[config.mk]
export PLATFORM = sky130hd
export DESIGN_NAME = i2c_csr_bank
export DESIGN_NICKNAME = d
export VERILOG_FILES = /design/src/rtl/i2c_pkg.sv /design/src/rtl/i2c_sync_fifo.sv /design/src/rtl/i2c_csr_bank.sv
export SDC_FILE = /design/constraint.sdc
export NUM_CORES = 1
export LEC_CHECK = 0
export ABC_AREA = 1
export BUFFER_PORTS_ARGS = -buffer_cell sky130_fd_sc_hd__buf_2
export CAP_MARGIN = 25
export CORE_ASPECT_RATIO = 1.5
export CORE_MARGIN = 4
export CORE_UTILIZATION = 45
export DETAILED_ROUTE_END_ITERATION = 8
export GPL_TIMING_DRIVEN = 1
export MAX_ROUTING_LAYER = met4
export PLACE_DENSITY = 0.6
export SLEW_MARGIN = 20
export SYNTH_ARGS = -nofsm -noshare
export SYNTH_HDL_FRONTEND = slang
export SYNTH_HIERARCHICAL = 1
export SYNTH_SLANG_ARGS = --single-unit
[constraint.sdc]
create_clock -name clk_i -period 6.52 [get_ports clk_i]
set_input_delay 0.326 -clock clk_i [delete_from_list [all_inputs] [get_ports clk_i]]
set_output_delay 0.326 -clock clk_i [all_outputs]
set_load 0.02 [all_outputs]
[src/rtl/i2c_pkg.sv]
// Shared register layout, address map and reset values for the I2C CSR bank.
package i2c_pkg;

  // Word addresses of the register map
  localparam int unsigned I2C_CONTROL_REG_POS  = 0;
  localparam int unsigned I2C_PRESCALE_REG_POS = 1;
  localparam int unsigned I2C_TX_DATA_REG_POS  = 2;
  localparam int unsigned I2C_RX_DATA_REG_POS  = 3;
  localparam int unsigned I2C_STATUS_REG_POS   = 4;
  localparam int unsigned I2C_PARAM_REG_POS    = 5;
  localparam int unsigned I2C_IRQ_EN_REG_POS   = 6;
  localparam int unsigned I2C_IRQ_STAT_REG_POS = 7;
  localparam int unsigned I2C_CMD_REG_POS      = 8;
  localparam int unsigned I2C_REG_NUM          = 9;

  // Interrupt bit positions within IRQ_EN / IRQ_STAT
  localparam int unsigned I2C_IRQ_W        = 5;
  localparam int unsigned I2C_IRQ_TX_EMPTY = 0;
  localparam int unsigned I2C_IRQ_RX_AVAIL = 1;
  localparam int unsigned I2C_IRQ_NACK     = 2;
  localparam int unsigned I2C_IRQ_TX_OVF   = 3;
  localparam int unsigned I2C_IRQ_RX_ERR   = 4;

  typedef logic [I2C_IRQ_W-1:0] i2c_irq_t;

  typedef struct packed {
    logic core_en;
    logic core_rst;
  } i2c_control_t;

  // Byte-level command attached to the next TX_DATA write
  typedef struct packed {
    logic stop;
    logic start;
    logic read;
  } i2c_cmd_t;

  typedef struct packed {
    logic [7:0] rsvd_hi;
    logic [7:0] tx_level;
    logic [7:0] rx_level;
    logic [1:0] rsvd_lo;
    logic       rx_empty;
    logic       tx_empty;
    logic       rx_full;
    logic       tx_full;
    logic       rx_ack;
    logic       busy;
  } i2c_status_t;

  // Bit engine held in soft reset until software releases it
  localparam i2c_control_t I2C_REG_INIT = '{core_en: 1'b0, core_rst: 1'b1};

  // Levels are reported in 8 bits; a 256-deep full FIFO reads as 255
  function automatic logic [7:0] i2c_sat_level(input logic [15:0] lvl);
    return (lvl > 16'd255) ? 8'hFF : lvl[7:0];
  endfunction

endpackage

[src/rtl/i2c_sync_fifo.sv]
// Single-clock FIFO with extra-MSB pointers and a synchronous flush.
module i2c_sync_fifo #(
  parameter int unsigned WIDTH = 8,
  parameter int unsigned DEPTH = 16
) (
  input  logic                     clk_i,
  input  logic                     arstn_i,
  input  logic                     flush_i,
  input  logic                     push_i,
  input  logic [WIDTH-1:0]         wdata_i,
  input  logic                     pop_i,
  output logic [WIDTH-1:0]         rdata_o,
  output logic                     full_o,
  output logic                     empty_o,
  output logic [$clog2(DEPTH):0]   level_o
);

  localparam int unsigned AW = $clog2(DEPTH);

  logic [AW:0]      wptr_q, rptr_q;
  logic [WIDTH-1:0] mem_q [DEPTH];
  logic             do_push, do_pop;

  assign empty_o = (wptr_q == rptr_q);
  assign full_o  = (wptr_q[AW] != rptr_q[AW]) && (wptr_q[AW-1:0] == rptr_q[AW-1:0]);
  // A pop frees the slot a simultaneous push needs, so full + push + pop is legal
  assign do_pop  = pop_i & ~empty_o;
  assign do_push = push_i & (~full_o | do_pop);
  assign rdata_o = mem_q[rptr_q[AW-1:0]];
  assign level_o = wptr_q - rptr_q;

  // Pointer update; flush empties the FIFO without touching storage
  always_ff @(posedge clk_i or negedge arstn_i) begin
    if (!arstn_i) begin
      wptr_q <= '0;
      rptr_q <= '0;
    end else if (flush_i) begin
      wptr_q <= '0;
      rptr_q <= '0;
    end else begin
      if (do_push) wptr_q <= wptr_q + 1'b1;
      if (do_pop)  rptr_q <= rptr_q + 1'b1;
    end
  end

  // Storage write, no reset needed since contents are only read when non-empty
  always_ff @(posedge clk_i) begin
    if (do_push && !flush_i) mem_q[wptr_q[AW-1:0]] <= wdata_i;
  end

endmodule

[src/rtl/i2c_csr_bank.sv]
// Register bank for the I2C master: bus decode, TX/RX FIFOs and interrupt logic.
module i2c_csr_bank
  import i2c_pkg::*;
#(
  parameter int unsigned DATA_W     = 8,
  parameter int unsigned PRESCALE_W = 16,
  parameter int unsigned FIFO_DEPTH = 16,
  parameter int unsigned ADDR_W     = 4,
  parameter logic [7:0]  VERSION    = 8'h02
) (
  input  logic                  clk_i,
  input  logic                  arstn_i,
  input  logic                  req_valid_i,
  output logic                  req_ready_o,
  input  logic [ADDR_W-1:0]     req_addr_i,
  input  logic                  req_write_i,
  input  logic [31:0]           req_wdata_i,
  output logic                  resp_valid_o,
  input  logic                  resp_ready_i,
  output logic [31:0]           resp_rdata_o,
  output logic                  resp_err_o,
  output logic                  core_rst_o,
  output logic                  core_en_o,
  output logic [PRESCALE_W-1:0] prescale_o,
  output logic                  tx_valid_o,
  input  logic                  tx_ready_i,
  output logic [DATA_W+2:0]     tx_data_o,
  input  logic                  rx_valid_i,
  input  logic [DATA_W-1:0]     rx_data_i,
  input  logic                  byte_done_i,
  input  logic                  rx_ack_i,
  input  logic                  busy_i,
  output logic                  irq_o
);

  localparam int unsigned LVL_W = $clog2(FIFO_DEPTH) + 1;
  localparam int unsigned TX_W  = DATA_W + 3;
  localparam logic [31:0] PARAM_WORD = {VERSION, 8'(FIFO_DEPTH), 8'(I2C_REG_NUM), 8'(DATA_W)};

  typedef enum logic [0:0] {StIdle, StResp} bus_state_e;

  bus_state_e            state_q;
  logic                  req_ready_q, resp_valid_q, resp_err_q;
  logic [31:0]           resp_rdata_q;
  i2c_control_t          control_q;
  logic [PRESCALE_W-1:0] prescale_q;
  i2c_irq_t              irq_en_q, irq_stat_q, irq_stat_d, irq_set;
  i2c_cmd_t              cmd_q;
  logic                  tx_empty_q, irq_q;

  logic             tx_push, tx_pop, tx_full, tx_empty;
  logic [TX_W-1:0]  tx_wdata, tx_rdata;
  logic [LVL_W-1:0] tx_level;
  logic             rx_pop, rx_full, rx_empty, rx_push_ok;
  logic [DATA_W-1:0] rx_rdata;
  logic [LVL_W-1:0] rx_level;

  logic        accept;
  logic [31:0] addr_ext;
  logic [31:0] rd_data;
  logic        rd_err, wr_ctrl, wr_pre, wr_irq_en, wr_irq_stat, wr_cmd, tx_ovf, rx_udf, rx_ovf;
  i2c_status_t status;
  logic        unused_wdata;

  assign unused_wdata = ^req_wdata_i;
  assign accept       = req_valid_i & req_ready_q;
  assign addr_ext     = 32'(req_addr_i);

  i2c_sync_fifo #(.WIDTH(TX_W), .DEPTH(FIFO_DEPTH)) u_tx_fifo (
    .clk_i   (clk_i),
    .arstn_i (arstn_i),
    .flush_i (control_q.core_rst),
    .push_i  (tx_push),
    .wdata_i (tx_wdata),
    .pop_i   (tx_pop),
    .rdata_o (tx_rdata),
    .full_o  (tx_full),
    .empty_o (tx_empty),
    .level_o (tx_level)
  );

  i2c_sync_fifo #(.WIDTH(DATA_W), .DEPTH(FIFO_DEPTH)) u_rx_fifo (
    .clk_i   (clk_i),
    .arstn_i (arstn_i),
    .flush_i (control_q.core_rst),
    .push_i  (rx_valid_i),
    .wdata_i (rx_data_i),
    .pop_i   (rx_pop),
    .rdata_o (rx_rdata),
    .full_o  (rx_full),
    .empty_o (rx_empty),
    .level_o (rx_level)
  );

  assign tx_valid_o = ~tx_empty;
  assign tx_data_o  = tx_rdata;
  assign tx_pop     = ~tx_empty & tx_ready_i;
  assign tx_wdata   = {cmd_q, req_wdata_i[DATA_W-1:0]};

  // Live status word
  always_comb begin
    status          = '0;
    status.tx_level = i2c_sat_level(16'(tx_level));
    status.rx_level = i2c_sat_level(16'(rx_level));
    status.rx_empty = rx_empty;
    status.tx_empty = tx_empty;
    status.rx_full  = rx_full;
    status.tx_full  = tx_full;
    status.rx_ack   = rx_ack_i;
    status.busy     = busy_i;
  end

  // Decode the accepted request into side effects and read data
  always_comb begin
    rd_data     = '0;
    rd_err      = 1'b0;
    wr_ctrl     = 1'b0;
    wr_pre      = 1'b0;
    wr_irq_en   = 1'b0;
    wr_irq_stat = 1'b0;
    wr_cmd      = 1'b0;
    tx_push     = 1'b0;
    rx_pop      = 1'b0;
    tx_ovf      = 1'b0;
    rx_udf      = 1'b0;
    if (accept) begin
      unique case (addr_ext)
        I2C_CONTROL_REG_POS: begin
          if (req_write_i) wr_ctrl = 1'b1;
          else             rd_data = 32'(control_q);
        end
        I2C_PRESCALE_REG_POS: begin
          if (req_write_i) wr_pre  = 1'b1;
          else             rd_data = 32'(prescale_q);
        end
        I2C_TX_DATA_REG_POS: begin
          // Write-only; a concurrent engine pop makes room in a full FIFO
          if (req_write_i) begin
            if (tx_full && !tx_pop) begin
              rd_err = 1'b1;
              tx_ovf = 1'b1;
            end else begin
              tx_push = 1'b1;
            end
          end
        end
        I2C_RX_DATA_REG_POS: begin
          if (req_write_i) begin
            rd_err = 1'b1;
          end else if (rx_empty) begin
            rd_err = 1'b1;
            rx_udf = 1'b1;
          end else begin
            rx_pop  = 1'b1;
            rd_data = 32'(rx_rdata);
          end
        end
        I2C_STATUS_REG_POS: begin
          if (req_write_i) rd_err  = 1'b1;
          else             rd_data = status;
        end
        I2C_PARAM_REG_POS: begin
          if (req_write_i) rd_err  = 1'b1;
          else             rd_data = PARAM_WORD;
        end
        I2C_IRQ_EN_REG_POS: begin
          if (req_write_i) wr_irq_en = 1'b1;
          else             rd_data   = 32'(irq_en_q);
        end
        I2C_IRQ_STAT_REG_POS: begin
          if (req_write_i) wr_irq_stat = 1'b1;
          else             rd_data     = 32'(irq_stat_q);
        end
        I2C_CMD_REG_POS: begin
          if (req_write_i) wr_cmd  = 1'b1;
          else             rd_data = 32'(cmd_q);
        end
        default: rd_err = 1'b1;
      endcase
    end
  end

  // Interrupt set events and W1C; a set in the same cycle as a clear wins
  always_comb begin
    rx_push_ok = rx_valid_i & (~rx_full | rx_pop);
    rx_ovf     = rx_valid_i & rx_full & ~rx_pop;
    irq_set    = '0;
    irq_set[I2C_IRQ_TX_EMPTY] = tx_empty & ~tx_empty_q;
    irq_set[I2C_IRQ_RX_AVAIL] = rx_push_ok;
    irq_set[I2C_IRQ_NACK]     = byte_done_i & rx_ack_i;
    irq_set[I2C_IRQ_TX_OVF]   = tx_ovf;
    irq_set[I2C_IRQ_RX_ERR]   = rx_ovf | rx_udf;
    irq_stat_d = irq_stat_q;
    if (wr_irq_stat) irq_stat_d = irq_stat_q & ~req_wdata_i[I2C_IRQ_W-1:0];
    irq_stat_d = irq_stat_d | irq_set;
    if (control_q.core_rst) irq_stat_d = '0;
  end

  // Software-visible registers and interrupt output
  always_ff @(posedge clk_i or negedge arstn_i) begin
    if (!arstn_i) begin
      control_q  <= I2C_REG_INIT;
      prescale_q <= '0;
      irq_en_q   <= '0;
      irq_stat_q <= '0;
      cmd_q      <= '0;
      tx_empty_q <= 1'b1;
      irq_q      <= 1'b0;
    end else begin
      if (wr_ctrl)   control_q  <= i2c_control_t'(req_wdata_i[1:0]);
      if (wr_pre)    prescale_q <= req_wdata_i[PRESCALE_W-1:0];
      if (wr_irq_en) irq_en_q   <= req_wdata_i[I2C_IRQ_W-1:0];
      // CMD applies to exactly one pushed byte
      if (wr_cmd)       cmd_q <= i2c_cmd_t'(req_wdata_i[2:0]);
      else if (tx_push) cmd_q <= '0;
      irq_stat_q <= irq_stat_d;
      tx_empty_q <= tx_empty;
      irq_q      <= |(irq_stat_q & irq_en_q);
    end
  end

  // Bus handshake FSM: one outstanding request, response held until consumed
  always_ff @(posedge clk_i or negedge arstn_i) begin
    if (!arstn_i) begin
      state_q      <= StIdle;
      req_ready_q  <= 1'b1;
      resp_valid_q <= 1'b0;
      resp_rdata_q <= '0;
      resp_err_q   <= 1'b0;
    end else begin
      unique case (state_q)
        StIdle: begin
          if (accept) begin
            state_q      <= StResp;
            req_ready_q  <= 1'b0;
            resp_valid_q <= 1'b1;
            resp_rdata_q <= rd_err ? 32'd0 : rd_data;
            resp_err_q   <= rd_err;
          end
        end
        StResp: begin
          if (resp_ready_i) begin
            state_q      <= StIdle;
            req_ready_q  <= 1'b1;
            resp_valid_q <= 1'b0;
            resp_rdata_q <= '0;
            resp_err_q   <= 1'b0;
          end
        end
        default: state_q <= StIdle;
      endcase
    end
  end

  assign req_ready_o  = req_ready_q;
  assign resp_valid_o = resp_valid_q;
  assign resp_rdata_o = resp_rdata_q;
  assign resp_err_o   = resp_err_q;
  assign core_rst_o   = control_q.core_rst;
  assign core_en_o    = control_q.core_en;
  assign prescale_o   = prescale_q;
  assign irq_o        = irq_q;

endmodule

# ---- Yosys cells after proc, flatten, opt, wreduce, memory -nomap -nowiden
# Memories as Yosys holds them, arrays and structs flattened.
# Cells that the tools add are included.
dict set report totals {
  mem_bits_rw 304
  latch_bits 0
  output_inout_bits 66
  reg_bits 89
  inputBits 54
  mem_count 2
  mem_bits_ro 0
}
# name depth word_bits read_ports rd_ports_with_merged_regs wr line_no
set memory_table {}
lappend memory_table {u_tx_fifo.mem_q 16 11 1 0 1 i2c_sync_fifo.sv:21} ;# logic [WIDTH-1:0] mem_q [DEPTH];
lappend memory_table {u_rx_fifo.mem_q 16 8 1 0 1 i2c_sync_fifo.sv:21}
dict set report classes {
  multipliers 0
  shifts 0
  n_eq_ne 16
  add_sub_neg 6
  n_lt_le_gt_ge 0
  div 0
  n_bitwise 26
  muxes 71
  reduce_logical 17
}
# cell count
set op_table {}
lappend op_table {{$pmux 26 s8} 1}
lappend op_table {{$mux 32} 3}
lappend op_table {{$pmux 32 s2} 1}
lappend op_table {{$mux 5} 12}
lappend op_table {{$mux 1} 40}
lappend op_table {{$logic_not 32->1} 1}
lappend op_table {{$mux 26} 1}
lappend op_table {{$mux 21} 1}
lappend op_table {{$add 5x1->5 const B} 4}
lappend op_table {{$eq 4x3->1 const B} 4}
lappend op_table {{$mux 16} 1}
lappend op_table {{$mux 8} 2}
lappend op_table {{$and 1x1->1} 11}
lappend op_table {{$and 5x5->5} 2}
lappend op_table {{$eq 5x5->1} 2}
lappend op_table {{$reduce_bool 2->1} 5}
lappend op_table {{$reduce_or 5->1} 2}
lappend op_table {{$sub 5x5->5} 2}
lappend op_table {{$mux 3} 3}
lappend op_table {{$eq 4x2->1 const B} 2}
lappend op_table {{$eq 4x4->1} 2}
lappend op_table {{$pmux 1 s2} 4}
lappend op_table {{$not 1->1} 7}
lappend op_table {{$logic_and 1x1->1} 5}
lappend op_table {{other kinds (12)} 18}

# ---- Depth between registers and ports, before layout
dict set report depth {
  word_depth 13
  depth_mapped 18
  mapped_depth_nobuf 16
}

# ---- Cells and area by module
# Netlist, hierarchy kept.
# module n_inst area_per_inst_um2 cells_each
set modules_own_cells {}
lappend modules_own_cells {{i2c_sync_fifo (u_tx_fifo)} 1 8628.3 900}
lappend modules_own_cells {{i2c_sync_fifo (u_rx_fifo)} 1 6542.5 693}
lappend modules_own_cells {i2c_csr_bank 1 3158.0 421}

# ---- Least setup slack after synthesis
# No wires, ideal clock.
dict set report synth_path {
  kind {reg-to-reg}
  startpoint {register u_tx_fifo.rptr_q[3]}
  endpoint {memory u_tx_fifo/mem_q[12][0] in the netlist's numbering (enable)}
  slack_ns 3.313
  path_stages_with_launch 14
  period_less_slack_ns 3.207
  arrival_time_ns 2.828
  setup_time_ns 0.378
  cell_sequence {dfrtp_1 > inv_1 > clkbuf_1 > ha_1 > nand2_1 > nor2_4 > nand2_1 > inv_1 > o21ai_0 > inv_1 > nor2_1 > nand3_4 > buf_6 > nor2_1}
}
dict set report synth_via {
  elab_chain_cells 13
  elab_cells_between_ends 18
  classes_between {eq/ne: 2; mux: 6; bitwise: 6; reduce/logical: 4}
}
# element line_no
set synth_lines {}
lappend synth_lines {{start: declaration} i2c_sync_fifo.sv:20} ;# logic [AW:0] wptr_q, rptr_q;
lappend synth_lines {{start signal: assignment} i2c_sync_fifo.sv:42} ;# if (do_pop) rptr_q <= rptr_q + 1'b1;
lappend synth_lines {{$eq 5x5->1} i2c_sync_fifo.sv:24} ;# assign empty_o = (wptr_q == rptr_q);
lappend synth_lines {{via tx_empty} i2c_csr_bank.sv:51} ;# logic tx_push, tx_pop, tx_full, tx_empty;
lappend synth_lines {{$not 1->1} i2c_csr_bank.sv:97} ;# assign tx_pop = ~tx_empty & tx_ready_i;
lappend synth_lines {{$and 1x1->1} i2c_csr_bank.sv:97}
lappend synth_lines {{$logic_not 1->1} i2c_csr_bank.sv:139} ;# if (tx_full && !tx_pop) begin
lappend synth_lines {{$logic_and 1x1->1} i2c_csr_bank.sv:139}
lappend synth_lines {{$mux 1} i2c_csr_bank.sv:139}
lappend synth_lines {{$mux 1} i2c_csr_bank.sv:138} ;# if (req_write_i) begin
lappend synth_lines {{$mux 1} i2c_csr_bank.sv:127} ;# unique case (addr_ext)
lappend synth_lines {{$mux 1} i2c_csr_bank.sv:126} ;# if (accept) begin
lappend synth_lines {{via tx_push} i2c_csr_bank.sv:51}
lappend synth_lines {{$and 1x1->1} i2c_sync_fifo.sv:28} ;# assign do_push = push_i & (~full_o | do_pop);
lappend synth_lines {{$logic_and 1x1->1} i2c_sync_fifo.sv:48} ;# if (do_push && !flush_i) mem_q[wptr_q[AW-1:0]] <= wdata_i;
lappend synth_lines {{$mux 1} i2c_sync_fifo.sv:48}
lappend synth_lines {{$mux 1 (not written as such)} i2c_sync_fifo.sv:48}
lappend synth_lines {{end: declaration} i2c_sync_fifo.sv:21}
# The timed path passes the listed nets, and every way through them passes these cells.

# ---- Worst setup path after layout
dict set report layout_path {
  startpoint {register u_tx_fifo.rptr_q[2]}
  endpoint {memory u_tx_fifo/mem_q[9][0] in the netlist's numbering (enable)}
}
# The elaborated chain is that of the path after synthesis.

==> summary.md <==
| Metric | Value |
|---|---|
| Status | completed |
| DRC | 0 |
| Remaining Overflow, GRT | 0 |
| Global-route usage over all layers | 21.4% |
| Syn. warnings | 6 |
| Hold path start | byte_done_i |
| Worst Hold Depth | 3 |
| Final Max Slew Viols | 0 |
| Mean number of vias per cell | 5.01 |
| CP Class | flop to flop |
| Critical Path AT | between 4 and 5 ns |
| Top Ports | 120 |
| Post-Syn Area | about 0.018 sq mm |
| Register area share after synthesis | 60.6% |
| CTS tree | done |
| Min Clock Period, post-route | roughly 4.4 ns |
| Crit-path max FO | 17 |
| Final WL | approximately 46000 um |
| Cts repair resizes | 0 |
| Die H | 255 um |
| Core footprint | 0.0402 sq mm |
| Worst hold slack | between 0.04 and 0.05 ns |
| Routed Antenna Nets | 0 |
| H-tree Lvls | 2 |
| Post-CTS setup buffers | 0 |
| Initial Util | between 40% and 50% |
| Largest net degree at the start of global routing | 90 |
| # clock sinks | 383 |
| Worst Max-Slew Pin Slew | 1.02 ns |
| Worst clock skew | roughly 0.026 ns |
| Placer congestion estimate | 0.955 |
| Synth area leaders | edfxtp_1 (50%), nand2_1 (14%), dfrtp_1 (10%), nand3_1 (7.5%), inv_1 (7.4%) |
| Maximum clock rate | between 0.2 and 0.25 GHz |
| Clock-pin slew on the worst setup and hold paths | 0.07 ns |
| DR vias | 13100 |
| Period utilisation layout | 66.8% |
| Startpoint types | flop |
| Max Cap Viol | 0 |
| Synth area leader | edfxtp_1 |
| RSZ-0062 raised after global routing | no |
| CP endpoint kind | flop |
| Worst R2R Setup Slack | between 2 and 2.5 ns |
| Final Power | roughly 0.0062 W |
| Avg Cell Area, Syn | approximately 9.1 sq um |
| Dpl hpwl | 32300 um |
| Worst slew margin | between 30% and 40% |
| Root buffer cell | clkbuf_16 |
| Initial antenna violation count | 0 |
| # rows | 90 |
| Setup TNS Final | 0 ns |
| Worst flop-to-flop path startpoint | u_tx_fifo/rptr_q[2] |
| CTS buffer count | 38 |
| First-iteration detailed-routing DRC count | roughly 990 |
| Buffers added on ports | 93 |
| Layout fillers | 3717 |
| Synth cell types | 34 |
| Final core occ | about half |
| Number of global-route vias before repair | between 10000 and 15000 |
| Post-synth top area share | 49.8% |
| Final setup vio count | 0 |
| Maximum vdd drop | about 0.00033 V |
| Layout cells sized above 1 | just under 9% |
| Die span in x | 173 um |
| CP Data Required Time | between 6 and 7 ns |
| DRT Pass-1 Iters | 4 |
| Final Hold Viols | 0 |
| Worst min path class | input port to flop |
| Clock Tree Buf Depth | 3 |
| R2R cell count | 11 |
| N_diodes | 0 |
| P&R area growth vs syn | 10.6% |
| First-pass GRT wire length | 70800 um |
| DIE AREA | 0.0441 sq mm |
| Leakage | between 9 and 10 nW |
| Final net count | 2158 |
| Reg2reg end | u_tx_fifo/mem_q[9][0] |
| Hold Path End | irq_stat_q[2] |
| #FFs+latches synth | between 300 and 400 |
| Worst-skew pair later-pin latency | 0.55 ns |
| Cell Pwr Density | around 310 mW/mm^2 |
| Wire length per cell after detailed routing | approximately 18 um |
| Post-Synthesis Cells | 2014 |
kinds of logic after synthesis:
| group | after synthesis | share of synthesized area (%) |
|---|---|---|
| multiplexers | 11 | 0.676 |
| AO/OA/AOI/OAI | 45 | 1.27 |
| AND/OR/NAND/NOR | 1083 | 25.0 |
| buffers and inverters | 459 | 10.4 |
| flip-flops | 383 | 60.6 |
| other | 1 | 0.0205 |
| XOR/XNOR | 12 | 0.573 |
| adder cells (fa/ha/maj) | 20 | 1.45 |
report_power, final:
| part | switching [W] | total, W | internal (W) |
|---|---|---|---|
| Sequential | 0.000200 | 0.00306 | 0.00286 |
| Combinational | 0.000784 | 0.00109 | 0.000308 |
| Clock | 0.000893 | 0.00209 | 0.00119 |
| Total | 0.00188 | 0.00624 | 0.00436 |
final cells by class:
class	count	area (sq um)	share of cell area [%]
clock buffers	45	977	4.82
clock inverters	23	201	0.993
inverters	371	1400	6.89
multi-input cells	1181	5350	26.4
flip-flops and latches	383	11100	54.8
well taps	506	633	3.12
repair buffers	109	611	3.01
registers in the layout, indices dropped and copies added, names as in the netlist, 3 cells and up:
name              flops
u_tx_fifo/rptr_q      5
cmd_q                 3
u_rx_fifo/mem_q     128
irq_stat_q            5
resp_rdata_o         22
u_rx_fifo/rptr_q      5
u_tx_fifo/mem_q     176
u_tx_fifo/wptr_q      5
irq_en_q              5
u_rx_fifo/wptr_q      5
prescale_o           16
through the flow:
stage | setup WS (ns) | cell area [sq um] | cells
after detailed placement | 2.17 | 19000 | 2540
after CTS | 2.15 | 20300 | 2617
after global routing | 1.82 | 20300 | 2618
after floorplan | 3.31 | 18400 | 2023
after global placement | 2.19 | 19000 | 2540
final | 2.16 | 20300 | 2618
worst max-delay path: stages, from the launching register on:
cell and delay [ns]:
dfrtp_1 0.73, inv_1 0.37, ha_1 0.43, nand2_1 0.18
nor2_4 0.07, nand2_1 0.12, inv_1 0.11, o21ai_0 0.17
inv_1 0.08, nor2_1 0.51, nand3_4 0.33, nor2_1 0.87
cells in the final DEF (no fill, tap or decap), types with 11 or more instances in the layout:
cell	Yosys	final
inv_1	362	362
buf_2	48	92
nand3_1	275	275
clkinv_1	3	11
clkbuf_16	0	38
o21ai_0	31	31
dfrtp_1	76	73
nor2_1	91	91
ha_1	18	18
nand2_1	675	675
nand4_1	20	20
edfxtp_1	304	304
synthesized netlist by cell type, drive strengths merged:
| library cell | n |
|---|---|
| a221oi | 1 |
| conb | 1 |
| clkinv | 3 |
| o21ai | 31 |
| nand3 | 280 |
| clkbuf | 12 |
| nor3 | 4 |
| o22ai | 3 |
| fa | 2 |
| dfrtp | 76 |
| inv | 368 |
| nand2 | 679 |
| xor2 | 10 |
| dfstp | 3 |
| or2 | 1 |
| nor2 | 99 |
| edfxtp | 304 |
| buf | 76 |
| xnor2 | 2 |
| mux2 | 11 |
| a21oi | 10 |
| nand4 | 20 |
| ha | 18 |
metal layers:
layer | track usage (%) | share of wire [%] | vias up
li1 | - | - | 6482
met1 | 23.2 | 38 | 6201
met2 | 38.8 | 53 | 313
met3 | 2.72 | 3.9 | 112
met4 | 10.7 | 5.5 | 0
met5 | - | 0 | -
repair_timing:
item | in CTS | in global routing
hold buffers | 9 | 0
endpoints found under the hold margin | 25 | 0
setup endpoints to repair | 0 | 0
worst max-delay path by stage:
stage                                  end  slack, ns                 from
detailed placement   u_tx_fifo/mem_q[9][4]       2.17  u_tx_fifo/rptr_q[2]
global route         u_tx_fifo/mem_q[9][6]       1.82  u_tx_fifo/rptr_q[2]
global placement     u_tx_fifo/mem_q[9][4]       2.19  u_tx_fifo/rptr_q[2]
CTS                  u_tx_fifo/mem_q[9][4]       2.15  u_tx_fifo/rptr_q[2]
finish               u_tx_fifo/mem_q[9][0]       2.16  u_tx_fifo/rptr_q[2]
floorplan           u_tx_fifo/mem_q[12][0]       3.31  u_tx_fifo/rptr_q[3]
Power figures use the tool's default switching activity.
